<file path="src/rtl/wavegen_pkg.sv">
// Shared definitions for the waveform generator DAC path: SPI command bytes,
// frame geometry and the transmit sequencer state encoding.
package wavegen_pkg;

    localparam int          FRAME_BITS  = 24;
    localparam logic [7:0]  CMD_WR_A    = 8'h10;
    localparam logic [7:0]  CMD_WR_B    = 8'h11;
    localparam logic [15:0] OFFSET_FLIP = 16'h8000;

    typedef enum logic [1:0] {
        IDLE,
        SHIFT,
        GAP,
        LOAD
    } dac_state_t;

    // Signed two's-complement sample to offset binary, prefixed by the DAC command.
    function automatic logic [FRAME_BITS-1:0] dac_frame(input logic [7:0]  cmd,
                                                        input logic [15:0] sample);
        return {cmd, sample ^ OFFSET_FLIP};
    endfunction

endpackage

</file>
<file path="src/rtl/dac_spi_shift.sv">
// SPI mode-0 serialiser: one 24-bit frame per start pulse, MSB first, sclk idles low.
// done is high in the final cycle of the frame (the cycle before the 24th falling edge).
module dac_spi_shift
    import wavegen_pkg::*;
#(
    parameter int CLK_DIV = 4
) (
    input  logic                  clk,
    input  logic                  rst_n,
    input  logic                  start,
    input  logic [FRAME_BITS-1:0] data,
    output logic                  sclk,
    output logic                  mosi,
    output logic                  done
);

    localparam logic [31:0] HALF_LAST = 32'(CLK_DIV - 1);
    localparam logic [4:0]  BIT_LAST  = 5'(FRAME_BITS - 1);

    logic                  active;
    logic [31:0]           half_cnt;
    logic [4:0]            bit_cnt;
    logic [FRAME_BITS-1:0] sreg;
    logic                  half_end;

    assign half_end = active && (half_cnt == HALF_LAST);
    assign done     = half_end && sclk && (bit_cnt == BIT_LAST);
    assign mosi     = sreg[FRAME_BITS-1];

    always_ff @(posedge clk or negedge rst_n) begin
        if (!rst_n) begin
            active   <= 1'b0;
            sclk     <= 1'b0;
            half_cnt <= '0;
            bit_cnt  <= '0;
            sreg     <= '0;
        end else if (start) begin
            active   <= 1'b1;
            sclk     <= 1'b0;
            half_cnt <= '0;
            bit_cnt  <= '0;
            sreg     <= data;
        end else if (active) begin
            if (half_end) begin
                half_cnt <= '0;
                if (!sclk) begin
                    sclk <= 1'b1;
                end else begin
                    // Falling edge: advance data; the last one also clears mosi.
                    sclk <= 1'b0;
                    if (bit_cnt == BIT_LAST) begin
                        active <= 1'b0;
                        sreg   <= '0;
                    end else begin
                        sreg    <= {sreg[FRAME_BITS-2:0], 1'b0};
                        bit_cnt <= bit_cnt + 5'd1;
                    end
                end
            end else begin
                half_cnt <= half_cnt + 32'd1;
            end
        end
    end

endmodule

</file>
<file path="src/rtl/dac_spi_tx.sv">
// Sample-rate driven SPI transmitter for a dual 16-bit DAC: captures ch_a/ch_b on a
// strobe, sends channel A then optionally B, then pulses ldac_n to update both outputs.
module dac_spi_tx
    import wavegen_pkg::*;
#(
    parameter int CLK_DIV    = 4,
    parameter int SAMPLE_DIV = 500,
    parameter int CS_GAP     = 8
) (
    input  logic        clk,
    input  logic        rst_n,
    input  logic        enable,
    input  logic        dual_en,
    input  logic [15:0] ch_a,
    input  logic [15:0] ch_b,
    input  logic        overrun_clr,
    output logic        sclk,
    output logic        mosi,
    output logic        cs_n,
    output logic        ldac_n,
    output logic        busy,
    output logic        overrun
);

    localparam logic [31:0] SAMPLE_LAST = 32'(SAMPLE_DIV - 1);
    localparam logic [31:0] GAP_LAST    = 32'(CS_GAP - 1);
    localparam logic [31:0] LOAD_LAST   = 32'(2 * CLK_DIV - 1);

    dac_state_t            state, state_nx;
    logic [31:0]           sample_cnt;
    logic [31:0]           tmr;
    logic                  strobe;
    logic                  chan_b, chan_b_nx;
    logic                  dual_q;
    logic [15:0]           cap_b;
    logic                  sh_start;
    logic                  sh_done;
    logic [FRAME_BITS-1:0] sh_data;

    assign strobe = enable && (sample_cnt == SAMPLE_LAST);

    always_ff @(posedge clk or negedge rst_n) begin
        if (!rst_n) begin
            sample_cnt <= '0;
        end else if (!enable || strobe) begin
            sample_cnt <= '0;
        end else begin
            sample_cnt <= sample_cnt + 32'd1;
        end
    end

    // Channel A goes straight into the shifter at the strobe; only B needs holding.
    always_ff @(posedge clk or negedge rst_n) begin
        if (!rst_n) begin
            cap_b  <= '0;
            dual_q <= 1'b0;
        end else if (strobe && state == IDLE) begin
            cap_b  <= ch_b;
            dual_q <= dual_en;
        end
    end

    always_ff @(posedge clk or negedge rst_n) begin
        if (!rst_n) begin
            state   <= IDLE;
            chan_b  <= 1'b0;
            tmr     <= '0;
            overrun <= 1'b0;
        end else begin
            state  <= state_nx;
            chan_b <= chan_b_nx;
            tmr    <= (state_nx != state || state == IDLE) ? '0 : tmr + 32'd1;
            if (strobe && state != IDLE) begin
                overrun <= 1'b1;
            end else if (overrun_clr) begin
                overrun <= 1'b0;
            end
        end
    end

    always_comb begin
        state_nx  = state;
        chan_b_nx = chan_b;
        sh_start  = 1'b0;
        sh_data   = dac_frame(CMD_WR_A, ch_a);
        unique case (state)
            IDLE: begin
                if (strobe) begin
                    state_nx  = SHIFT;
                    chan_b_nx = 1'b0;
                    sh_start  = 1'b1;
                end
            end
            SHIFT: begin
                if (sh_done) state_nx = GAP;
            end
            GAP: begin
                if (tmr == GAP_LAST) begin
                    if (!chan_b && dual_q) begin
                        state_nx  = SHIFT;
                        chan_b_nx = 1'b1;
                        sh_start  = 1'b1;
                        sh_data   = dac_frame(CMD_WR_B, cap_b);
                    end else begin
                        state_nx = LOAD;
                    end
                end
            end
            LOAD: begin
                if (tmr == LOAD_LAST) state_nx = IDLE;
            end
            default: state_nx = IDLE;
        endcase
    end

    dac_spi_shift #(
        .CLK_DIV (CLK_DIV)
    ) u_shift (
        .clk   (clk),
        .rst_n (rst_n),
        .start (sh_start),
        .data  (sh_data),
        .sclk  (sclk),
        .mosi  (mosi),
        .done  (sh_done)
    );

    assign cs_n   = (state != SHIFT);
    assign ldac_n = (state != LOAD);
    assign busy   = (state != IDLE);

endmodule

</file>
<file path="config.mk">
export PLATFORM = sky130hd
export DESIGN_NAME = dac_spi_tx
export DESIGN_NICKNAME = d
export VERILOG_FILES = /design/src/rtl/wavegen_pkg.sv /design/src/rtl/dac_spi_shift.sv /design/src/rtl/dac_spi_tx.sv
export SDC_FILE = /design/constraint.sdc
export NUM_CORES = 1
export LEC_CHECK = 0
export CORE_MARGIN = 2
export CORE_UTILIZATION = 64
export DETAILED_ROUTE_END_ITERATION = 7
export GPL_TIMING_DRIVEN = 0
export PLACE_DENSITY_LB_ADDON = 0.08
export SKIP_LAST_GASP = 1
export SLEW_MARGIN = 20
export SYNTH_ARGS = -nofsm -noshare
export SYNTH_HDL_FRONTEND = slang
export SYNTH_SLANG_ARGS = --single-unit
</file>
<file path="constraint.sdc">
create_clock -name clk -period 3.9 [get_ports clk]
set_input_delay 0.585 -clock clk [delete_from_list [all_inputs] [get_ports clk]]
set_output_delay 0.585 -clock clk [all_outputs]
set_load 0.01 [all_outputs]
</file>
== Word-level counts from Yosys, hierarchy flattened ==
Cells that the tools add are included.

* $add $sub $neg: 4
* $mul: 0
* Div/mod/pow operators: 0
* $lt $le $gt $ge: 0
* Equality and inequality tests: 14
* Shift-type cells: 0
* Muxes and demuxes: 43
* Bitwise operators: 2
* Reduce and logical (&&, ||, !) cells: 22

{| class="wikitable"
|+ Operators with widths
! cell !! number
|-
| two-way mux 32 bit || 5
|-
| two-way mux 24 bit || 5
|-
| adder 32 x 1 -> 32 bit, second input constant || 3
|-
| two-way mux 17 bit || 3
|-
| == test 32 x 2 -> 1 bit, second input constant || 1
|-
| == test 32 x 3 -> 1 bit, second input constant || 1
|-
| == test 32 x 9 -> 1 bit, second input constant || 1
|-
| two-way mux 5 bit || 5
|-
| two-way mux 1 bit || 17
|-
| nonzero test 2 bit || 6
|-
| two-way mux 2 bit || 5
|-
| != test 2 bit, second input constant || 5
|-
| case mux 2 bit (4 select lines) || 1
|-
| AND reduction 4 bit || 2
|-
| logical AND 1 bit || 7
|-
| adder 5 x 1 -> 5 bit, second input constant || 1
|-
| == test 5 bit, second input constant || 1
|-
| == test 2 bit, second input constant || 2
|-
| case mux 1 bit (2 select lines) || 2
|-
| AND reduction 3 bit || 1
|-
| == test 2 x 1 -> 1 bit, second input constant || 1
|-
| logical NOT 1 bit || 2
|-
| logical NOT 2 bit || 1
|-
| logical OR 1 bit || 2
|-
| 4 further kinds || 5
|}

* Register bits: 148
* Bits in latches: 0
* Memory bits (writable): 0
* Bits in read-only memories: 0
* Bits of input ports: 37
* Output and inout port bits: 6
* Word-level logic and storage cells: 97
* Memories: 0

== Longest topological paths before layout ==
Gate-level depths: netlist of the first run.

* Depth in word-level cells: 9
* Depth in mapped cells: 9
* Gate-level depth less buffers: 7

== Modules after synthesis ==
Synthesis of the first run repeated with hierarchy kept, for this count alone.

* Cells, all modules: 783
* Area, all modules: 7,732.4 um2

{| class="wikitable"
|+ Modules (own cells, without submodules)
! module !! times used !! cells each !! area each (um2) !! seq. area each (um2)
|-
| dac_spi_tx || 1 || 429 || 4,413.0 || 2,127.0
|-
| dac_spi_shift || 1 || 354 || 3,319.4 || 1,576.5
|}

== Worst setup path before layout of the first run ==
Ideal clock, no wire load.

* Path type: register -> register
* From: reg sample_cnt[0]
* To: reg u_shift.half_cnt[28]
* Setup time: 0.078 ns
* Arrival time: 2.207 ns
* Required time: 3.822 ns
* Path slack: 1.615 ns
* Stages on the path, launching flop included: 9
* Buffers on the path: 1
* Clock period less this slack: 2.285 ns
* Cells stage by stage: dfrtp_1 > ha_1 > nor4b_2 > nand4_1 > nor4_4 > o311ai_1 > buf_2 > or4_1 > a21oi_1

* Longest elaborated chain between the ends: 5
* Elaborated cells on any way between the ends: 6
* Classes of those cells: 1 x eq/ne; 3 x mux; 2 x reduce/logical

{| class="wikitable"
|+ RTL lines
! element !! line !! RTL
|-
| start, declared || dac_spi_tx.sv:30 || <nowiki>logic [31:0] sample_cnt;</nowiki>
|-
| start signal, assigned || dac_spi_tx.sv:48 || <nowiki>sample_cnt <= sample_cnt + 32'd1;</nowiki>
|-
| == test 32 x 9 -> 1 bit * || dac_spi_tx.sv:40 || <nowiki>assign strobe = enable && (sample_cnt == SAMPLE_LAST);</nowiki>
|-
| logical AND 1 bit * || dac_spi_tx.sv:40 ||
|-
| two-way mux 1 bit * || dac_spi_tx.sv:88 || <nowiki>if (strobe) begin</nowiki>
|-
| case mux 1 bit (2 select lines) * || dac_spi_tx.sv:86 || <nowiki>unique case (state)</nowiki>
|-
| two-way mux 32 bit / nonzero test 2 bit (equally long branches) || - ||
|-
| end signal, assigned || dac_spi_shift.sv:60 || <nowiki>half_cnt <= half_cnt + 32'd1;</nowiki>
|-
| end, declared || dac_spi_shift.sv:21 || <nowiki>logic [31:0] half_cnt;</nowiki>
|}

Mark *: on every way between the ends. The rest lies on a longest branch, timed or not.
A chain may end at the register's enable or synchronous reset.

== Final worst setup path of the first run ==
* From: reg tmr[3]
* To: reg u_shift.half_cnt[24]

* Longest elaborated chain between the ends: 4
* Elaborated cells on any way between the ends: 5
* Classes of those cells: 1 x eq/ne; 3 x mux; 1 x reduce/logical

{| class="wikitable"
|+ RTL lines
! element !! line !! RTL
|-
| start, declared || dac_spi_tx.sv:31 || <nowiki>logic [31:0] tmr;</nowiki>
|-
| start signal, assigned || dac_spi_tx.sv:72 || <nowiki>tmr <= (state_nx != state || state == IDLE) ? '0 : tmr + 32'd1;</nowiki>
|-
| == test 32 x 3 -> 1 bit * || dac_spi_tx.sv:98 || <nowiki>if (tmr == GAP_LAST) begin</nowiki>
|-
| two-way mux 1 bit * || dac_spi_tx.sv:98 ||
|-
| case mux 1 bit (2 select lines) * || dac_spi_tx.sv:86 ||
|-
| two-way mux 32 bit / nonzero test 2 bit (equally long branches) || - ||
|}

Marks and branches as above.

==> impl_metrics.env, run 1 <==
export IMPL_status="completed"
export IMPL_post_cts_buffers=0
export IMPL_slew_violations=0
export IMPL_leakage_nw=3.589
export IMPL_met3WireLength_um=835
export IMPL_rrSetupSlack_ns=0.82
export IMPL_worstPathMaxFanout=10
export IMPL_dp_hpwl_um=10980
export IMPL_crit_start="tmr[3]"
export IMPL_met1_length_um=7320
export IMPL_netlist_top_cells_area="dfrtp_1 52%, nor2_1 6.1%, xor2_1 5.8%, xnor2_1 3.3%, a21oi_1 2.8%"
export IMPL_worstSetupPathType="reg2reg"
export IMPL_max_vdd_ir_drop_uv=411.4
export IMPL_stdcell_area_mm2=0.008436
export IMPL_avgSynthCellArea_um2=9.808
export IMPL_antenna_cells=0
export IMPL_synth_distinct_cells=47
export IMPL_hold_path_class="reg2reg"
export IMPL_netlist_area_leader_share_pct=51.51
export IMPL_drt_pass1_iterations=5
export IMPL_fin_crit_sh_pct=78.89
export IMPL_hold_viol_final=0
export IMPL_p_seq_share_pct=46.7
export IMPL_core_area_mm2=0.01089
export IMPL_clk_latency_ns=0.53
export IMPL_finalSetupTns_ns=0
export IMPL_cts_resized=0
export IMPL_syn2layout_area_growth_pct=17.33
export IMPL_viasPerCell=6.305
export IMPL_grt_use_total_pct=30.59
export IMPL_cts_htree_levels=4
export IMPL_synth_edf_count=0
export IMPL_wl_per_cell_um=17.91
export IMPL_arrival_ns=3.47
export IMPL_nets=837
export IMPL_final_antenna_net_count=0
export IMPL_netlist_instances=733
export IMPL_clock_fmax_mhz=325.0
export IMPL_first_global_vias=5910
export IMPL_drc=0
export IMPL_start_util_pct=66.03
export IMPL_nFillCells=736
export IMPL_setup_viol=0
export IMPL_maxSlewHeadroom_pct=38.64
export IMPL_sw_frac_of_total_pct=19.25
export IMPL_place_gp_congestion=0.8838
export IMPL_layout_drive_gt1_share_pct=7.444
export IMPL_cts_root_buf="clkbuf_8"
export IMPL_synth_nets=774
export IMPL_seq_area_frac_synth_pct=51.51
export IMPL_endpoint="u_shift.half_cnt[24]"
export IMPL_met2_length_um=8575
export IMPL_skew_ns=0.01054
export IMPL_grt_overflow=0
export IMPL_reg2reg_from="tmr[3]"
export IMPL_worstHoldPathCells=1
export IMPL_p_clk_share_pct=50.7
export IMPL_r2r_end="u_shift.half_cnt[24]"
export IMPL_yosysMostFrequentCell="dfrtp_1"
export IMPL_synth_area_mm2=0.007189
export IMPL_path_clk_slew_ns=0.06
export IMPL_io_pins=43
export IMPL_rsz0062_at_grt="no"
export IMPL_grt_max_degree=100
export IMPL_cts_tree="done"
export IMPL_internal_power_mw=2.664
export IMPL_ff2ff_path_depth=8
export IMPL_drtIter0Drc=627
export IMPL_comb_power_share_pct=2.6
export IMPL_die_area_mm2=0.01210
export IMPL_top_layer="met4"
export IMPL_portBuffers=42
export IMPL_cts_buffers=17
export IMPL_placed_area_mm2=0.007818
export IMPL_routed_wl_um=16940
export IMPL_die_h_um=110.0
export IMPL_vias=5965
export IMPL_cts_hold_buffers_added=1
export IMPL_grt_pass1_wl_um=28550
export IMPL_ys_async_sr_fraction_pct=100.0
export IMPL_antenna_found_initial=0
export IMPL_synthTopCellsByCount="148 x dfrtp_1, 117 x nor2_1, 52 x nand2_1, 48 x xor2_1, 40 x a21oi_1"
export IMPL_yosys_warnings=0
export IMPL_powerDensity_mw_per_mm2=391.1
export IMPL_yosysTopAreaCell="dfrtp_1"
export IMPL_switchingPower_mw=0.6349
export IMPL_cp_end_kind="flop"
export IMPL_worst_pin_slew_ns=0.9125
export IMPL_ys_flop_type="dfrtp_1"
export IMPL_layout_min_cycle_time_ns=3.077
export IMPL_cts_buffer_depth=2
export IMPL_die_w_um=110.0
export IMPL_row_count=38
export IMPL_critPathLaunchType="flop"
export IMPL_ys_ff_latch=148
export IMPL_clock_sinks=148
export IMPL_required_ns=4.30
export IMPL_cap_violations=0
-- state kept, by name, indices dropped and copies added, names as in the netlist --
signal,count
u_shift.sclk,1
u_shift.sreg,24
sample_cnt,32
u_shift.half_cnt,32
u_shift.active,1
overrun,1
chan_b,1
dual_q,1
tmr,32
state,2
u_shift.bit_cnt,5
cap_b,16
-- through the flow --
step	hold slack (ns)	util [%]	power (mW)	cells	setup WS, ns
after floorplan	0.2894	-	1.578	733	1.615
after CTS	0.4652	77.48	3.323	946	0.9905
after global placement	0.4390	71.50	1.649	915	-3.454
after global routing	0.5071	77.48	3.393	946	0.6871
final	0.4688	77.48	3.299	946	0.8232
after detailed placement	0.4575	71.80	1.654	916	0.7853
-- logic make-up (layout without fill, tap and decap cells) --
| group | after synthesis | count (layout) | synth area share [%] |
|---|---|---|---|
| xor gates and xnor gates | 75 | 75 | 9.137 |
| buffers and inverters | 48 | 121 | 2.663 |
| muxes | 18 | 18 | 2.785 |
| and+or+nand+nor | 335 | 335 | 23.65 |
| DFF | 148 | 148 | 51.51 |
| adders and majority gates | 4 | 4 | 0.6962 |
| AOI/OAI and AO/OA | 105 | 105 | 9.555 |
-- cell type report --
| cell class | count | area (um^2) | area share [%] |
|---|---|---|---|
| inverters | 16 | 60.06 | 0.7120 |
| multi-input cells | 537 | 3294 | 39.05 |
| repair buffers | 44 | 462.9 | 5.488 |
| clock inverters | 3 | 90.09 | 1.068 |
| clock buffers | 26 | 518.0 | 6.141 |
| flip-flops and latches | 148 | 3704 | 43.90 |
| plain buffers | 32 | 131.4 | 1.557 |
| well taps | 140 | 175.2 | 2.077 |
-- worst min-delay path by stage --
stage,startpoint,end
5_1_grt,tmr[0],tmr[0]
4_1_cts,tmr[0],tmr[0]
3_3_place_gp,tmr[0],tmr[0]
3_5_place_dp,tmr[0],tmr[0]
2_1_floorplan,rst_n,cap_b[0]
6_report,tmr[0],tmr[0]
-- per-layer routing --
metal  up-vias  track usage [%]
met3        24            7.349
met1      2978            40.28
met2       206            50.70
met4         0            8.951
li1       2757                -
met5         -                0
-- power by group through the flow --
stage,registers [mW],clock network (mW),logic [mW]
floorplan,1.57,0,0.00971
global placement,1.57,0,0.0791
detailed placement,1.57,0,0.0853
CTS,1.54,1.70,0.0868
global route,1.54,1.76,0.0948
finish,1.54,1.67,0.0849
-- critical path: stages (launching register included) --
cell	delay (ns)
dfrtp_1	0.47
nor4_1	0.48
nand4_1	0.23
nor3_2	0.55
o311ai_1	0.25
buf_2	0.26
clkbuf_1	0.27
o31ai_1	0.32
a21oi_1	0.10
-- placed cells by master (no fill, tap or decap), drive strengths merged, types with 2 or more instances in the layout --
cell,n
a222oi,8
or3,18
a211o,2
a22o,6
a21oi,40
nor4,27
nor2b,5
mux2,16
nand3,31
o311ai,4
bufinv,3
buf,13
o21ai,17
nand2,52
xor2,48
o31ai,16
xnor2,27
nand3b,4
inv,16
nor3,14
or4,8
ha,4
dfrtp,148
and2,2
clkbuf,47
a221oi,7
nor2,117
and3,16
nand2b,2
and4,8
clkdlybuf4s50,41
mux2i,2
nand4,25
No activity file was read; power rests on OpenSTA's default activity.
==> run 2, diff against run 1 <==
CORE_UTILIZATION = 54   (was 64)
clock period = 2.8 ns   (was 3.9 ns; I/O delays follow)
==> impl_metrics.env, run 2 (synthesis gave the netlist of run 1 again) <==
export IMPL_status="completed"
export IMPL_internal_power_mw=3.783
export IMPL_antenna_found_initial=0
export IMPL_core_area_mm2=0.01314
export IMPL_worstPathMaxFanout=10
export IMPL_top_layer="met4"
export IMPL_antenna_cells=0
export IMPL_p_clk_share_pct=52.8
export IMPL_die_w_um=119.4
export IMPL_cts_tree="done"
export IMPL_nets=841
export IMPL_hold_viol_final=0
export IMPL_skew_ns=0.009249
export IMPL_clock_fmax_mhz=370.0
export IMPL_setup_viol=0
export IMPL_final_cell_mix="148 x dfrtp_1, 116 x nor2_1, 52 x nand2_1"
export IMPL_rsz0062_at_grt="yes"
export IMPL_grt_max_degree=98
export IMPL_grt_use_total_pct=24.19
export IMPL_viasPerCell=5.874
export IMPL_slew_violations=0
export IMPL_routed_wl_um=16230
export IMPL_cts_root_buf="clkbuf_16"
export IMPL_die_area_mm2=0.01425
export IMPL_met1_length_um=7427
export IMPL_p_seq_share_pct=44.8
export IMPL_drc=0
export IMPL_critPathLaunchType="flop"
export IMPL_met2_length_um=7858
export IMPL_first_global_vias=5835
export IMPL_drt_pass1_iterations=5
export IMPL_nFillCells=1063
export IMPL_grt_overflow=0
export IMPL_cp_end_kind="flop"
export IMPL_met3WireLength_um=733
export IMPL_cpPeakStageDelay_ns=0.45
export IMPL_vias=5809
export IMPL_portBuffers=42
export IMPL_cts_buffer_depth=2
export IMPL_syn2layout_area_growth_pct=19.70
export IMPL_io_pins=43
export IMPL_clock_sinks=148
export IMPL_finalSetupTns_ns=0
export IMPL_largest_registers="sample_cnt: 32 flops, tmr: 32 flops, u_shift.half_cnt: 32 flops"
export IMPL_wl_per_cell_um=16.41
export IMPL_final_common_cell="dfrtp_1"
export IMPL_grt_pass1_wl_um=27580
export IMPL_row_count=42
export IMPL_layout_min_cycle_time_ns=2.703
export IMPL_max_vdd_ir_drop_uv=422.9
export IMPL_fin_util_pct=65.50
export IMPL_arrival_ns=3.02
export IMPL_sw_frac_of_total_pct=20.98
export IMPL_drtIter0Drc=519
export IMPL_crit_slowest_cell="nor4_4"
export IMPL_dp_hpwl_um=10870
export IMPL_layout_drive_gt1_share_pct=9.840
export IMPL_comb_power_share_pct=2.4
export IMPL_setup_slack_ns=0.09749
export IMPL_fin_crit_sh_pct=96.52
export IMPL_clk_latency_ns=0.43
export IMPL_start_util_pct=54.72
export IMPL_die_h_um=119.4
export IMPL_hold_path_class="reg2reg"
export IMPL_power_mw=4.787
export IMPL_path_clk_slew_ns=0.07
export IMPL_powerDensity_mw_per_mm2=556.3
export IMPL_cts_htree_levels=4
export IMPL_leakage_nw=3.631
export IMPL_pre_cts_slack_ns=-0.09286
export IMPL_required_ns=3.11
export IMPL_path_cells="nor4_1, nand3_1, nor4_4, buf_1, buf_2, mux2_2"
export IMPL_cts_buffers=17
export IMPL_switchingPower_mw=1.004
export IMPL_maxSlewHeadroom_pct=48.84
export IMPL_place_gp_congestion=0.8749
export IMPL_worst_pin_slew_ns=0.7604
export IMPL_worstSetupPathType="reg2reg"
export IMPL_cap_violations=0
export IMPL_final_antenna_net_count=0
==> run 2: cell count changes in the layout (fill, tap and decap cells not counted), moves of 4 or more <==
cell	delta
buf_4	+4
clkbuf_1	-7
clkbuf_2	+5
clkinvlp_4	+5
clkbuf_8	-8
==> run 2: critical path, delay by kind of cell, from the launching register on <==
kind | cells | cell delay (ns)
multiplexers | 1 | 0.38
buffers and inverters | 2 | 0.77
AND/OR/NAND/NOR | 3 | 1.02
flip-flops | 1 | 0.42
==> run 2: path summary, 6_finish.rpt <==
path / start / endpoint / slack [ns] / cells after the start
worst max-delay path: sample_cnt[25] / cap_b[12] / 0.1 / 6
worst min-delay path: tmr[0] / tmr[0] / 0.46 / 1
worst max register to register: sample_cnt[25] / cap_b[12] / 0.1 / 6
worst min register to register: tmr[0] / tmr[0] / 0.46 / 1
max in group asynchronous: rst_n / u_shift.half_cnt[4] / 1.52 / 3
min in group asynchronous: rst_n / tmr[17] / 0.48 / 2
==> run 2: per-layer routing <==
| metal | track usage, % | vias to the layer above |
|---|---|---|
| li1 | - | 2752 |
| met3 | 6.705 | 18 |
| met4 | 8.456 | 0 |
| met2 | 38.54 | 155 |
| met5 | 0 | - |
| met1 | 32.00 | 2884 |
==> run 2: timing repair <==
item / in CTS / in global routing
buffers inserted: 1 / 3
resized for setup: 2 / 15
hold endpoints to repair: 51 / 0
hold buffers: 1 / 0
pin swaps: 1 / 1
setup endpoints to repair: 28 / 79
==> run 2: power groups by stage <==
stage / sequential [mW] / combinational, mW / clock (mW)
CTS: 2.15 / 0.119 / 2.57
global placement: 2.19 / 0.110 / 0
finish: 2.15 / 0.115 / 2.53
detailed placement: 2.19 / 0.118 / 0
floorplan: 2.18 / 0.0135 / 0
global route: 2.14 / 0.130 / 2.68
==> run 2: stage by stage <==
| stage | hold slack [ns] | cell area, um^2 | std cells |
|---|---|---|---|
| 2_1_floorplan | 0.1244 | 7189 | 733 |
| 3_3_place_gp | 0.4461 | 7830 | 951 |
| 3_5_place_dp | 0.3536 | 7863 | 952 |
| 4_1_cts | 0.4605 | 8541 | 986 |
| 5_1_grt | 0.4638 | 8606 | 989 |
| 6_report | 0.4554 | 8606 | 989 |
==> run 2: area by class of cell <==
type	count	area [um^2]	area share, %
plain buffers	32	137.6	1.599
flip-flops and latches	148	3704	43.04
inverters	16	60.06	0.6979
clock inverters	15	227.7	2.646
clock buffers	17	425.4	4.943
multi-input cells	537	3338	38.79
well taps	176	220.2	2.559
repair buffers	48	493.0	5.728
==> run 3, diff against run 2 <==
--- a/config.mk
+++ b/config.mk
@@ -6,5 +6,4 @@
 export NUM_CORES = 1
 export LEC_CHECK = 0
-export CORE_MARGIN = 2
 export CORE_UTILIZATION = 54
 export DETAILED_ROUTE_END_ITERATION = 7
==> constraint.sdc (replaced) <==
create_clock -name clk -period 2.8 [get_ports clk]
set_input_delay 0.84 -clock clk [delete_from_list [all_inputs] [get_ports clk]]
set_output_delay 0.84 -clock clk [all_outputs]
set_load 0.01 [all_outputs]
==> impl_metrics.env, run 3 (synthesis gave the netlist of run 1 again) <==
export IMPL_drt_pass1_iterations=5
export IMPL_cpPeakStageDelay_ns=0.54
export IMPL_cap_violations=0
export IMPL_die_w_um=117.4
export IMPL_row_count=41
export IMPL_path_cells="nor4_2, nand2_1, nor4_4, buf_4, o311ai_4, buf_4, clkbuf_4, o31ai_1, a21oi_1"
export IMPL_met2_length_um=8085
export IMPL_placed_area_mm2=0.007858
export IMPL_cts_buffer_depth=2
export IMPL_layout_drive_gt1_share_pct=10.71
export IMPL_place_gp_congestion=0.8106
export IMPL_required_ns=3.08
export IMPL_skew_ns=0.007477
export IMPL_path_clk_slew_ns=0.06
export IMPL_io_pins=43
export IMPL_syn2layout_area_growth_pct=20.54
export IMPL_clk_latency_ns=0.42
export IMPL_grt_pass1_wl_um=28390
export IMPL_first_global_vias=5971
export IMPL_wl_per_cell_um=16.67
export IMPL_hold_path_class="in2async"
export IMPL_clock_sinks=148
export IMPL_worstPathMaxFanout=10
export IMPL_cts_buffers=17
export IMPL_grt_overflow=0
export IMPL_finalSetupTns_ns=0
export IMPL_fin_crit_sh_pct=97.11
export IMPL_final_cell_mix="146 x dfrtp_1, 116 x nor2_1, 52 x nand2_1"
export IMPL_stdcell_area_mm2=0.008666
export IMPL_status="completed"
export IMPL_final_antenna_net_count=0
export IMPL_drc=0
export IMPL_grt_max_degree=80
export IMPL_worstSetupPathType="reg2reg"
export IMPL_top_layer="met4"
export IMPL_die_area_mm2=0.01378
export IMPL_start_util_pct=56.06
export IMPL_hold_viol_final=0
export IMPL_arrival_ns=3.00
export IMPL_viasPerCell=5.919
export IMPL_setup_viol=0
export IMPL_slew_violations=0
export IMPL_crit_slowest_cell="nor4_4"
export IMPL_final_common_cell="dfrtp_1"
export IMPL_powerDensity_mw_per_mm2=554.3
export IMPL_worst_pin_slew_ns=0.7181
export IMPL_dp_hpwl_um=10560
export IMPL_met3WireLength_um=553
export IMPL_max_vdd_ir_drop_uv=413.3
export IMPL_cts_root_buf="clkbuf_16"
export IMPL_cts_tree="done"
export IMPL_clock_fmax_mhz=367.8
export IMPL_grt_use_total_pct=25.46
export IMPL_layout_min_cycle_time_ns=2.719
export IMPL_crit_buf_inv=3
export IMPL_met1_length_um=7552
export IMPL_nets=841
export IMPL_cpMostUsedCell="buf_4"
export IMPL_leakage_nw=3.652
export IMPL_maxSlewHeadroom_pct=51.68
export IMPL_portBuffers=42
export IMPL_die_h_um=117.4
export IMPL_routed_wl_um=16410
export IMPL_antenna_found_initial=0
export IMPL_critical_path_top_delay_family="simple AND/OR/NAND/NOR gates"
export IMPL_largest_registers="sample_cnt: 32 flops, tmr: 32 flops, u_shift.half_cnt: 32 flops"
export IMPL_rsz0062_at_grt="yes"
export IMPL_vias=5824
export IMPL_core_area_mm2=0.01282
export IMPL_cts_htree_levels=4
export IMPL_cp_end_kind="flop"
export IMPL_critPathLaunchType="flop"
export IMPL_drtIter0Drc=462
export IMPL_antenna_cells=0
==> run 3: where the power goes <==
group / internal [mW] / switching (mW)
clock network: 1.63 / 0.915
logic: 0.0558 / 0.0601
registers: 2.14 / 0.00477
==> run 3: metrics by stage <==
step                utilization [%]  total power [mW]  std cells  hold slack, ns  worst slack [ns]
finish                        67.57             4.803        984          0.3475           0.08097
global route                  67.57             4.940        984          0.3995          -0.05001
CTS                           66.52             4.822        980          0.3888          -0.01364
detailed placement            61.27             2.302        948          0.4523           -0.5811
global placement              61.01             2.296        947          0.4423            -4.910
floorplan                         -             2.198        733          0.4251            0.5025
==> run 3: final cells by class <==
class,count,area (um^2)
buffer,32,142.6
clock buffer,19,452.9
clock inverter,12,200.2
fill,988,4159
inverter,16,60.06
multi-input combinational,537,3396
sequential,148,3706
tap,172,215.2
timing repair buffer,48,493.0
==> run 3: per-layer routing <==
layer / track usage [%] / vias up
met4: 8.523 / 0
met3: 5.107 / 22
met1: 33.69 / 2905
li1: - / 2761
met5: 0 / -
met2: 41.83 / 136
==> run 3: final timing paths <==
check	start	end	slack, ns	depth (start not counted)
setup reg to reg	sample_cnt[15]	u_shift.half_cnt[22]	0.08	9
setup / recovery	sample_cnt[15]	u_shift.half_cnt[22]	0.08	9
hold / removal	rst_n	u_shift.half_cnt[30]	0.35	1
min in group clk	tmr[0]	tmr[0]	0.45	1
hold reg to reg	tmr[0]	tmr[0]	0.45	1
max in group asynchronous	rst_n	sample_cnt[17]	1.67	2
==> run 3: what timing repair did <==
action	4_1_cts	5_1_grt
setup buffers	1	4
pin swaps	1	7
endpoints found under the setup margin	44	94
resized for setup	3	27
hold buffers	0	0
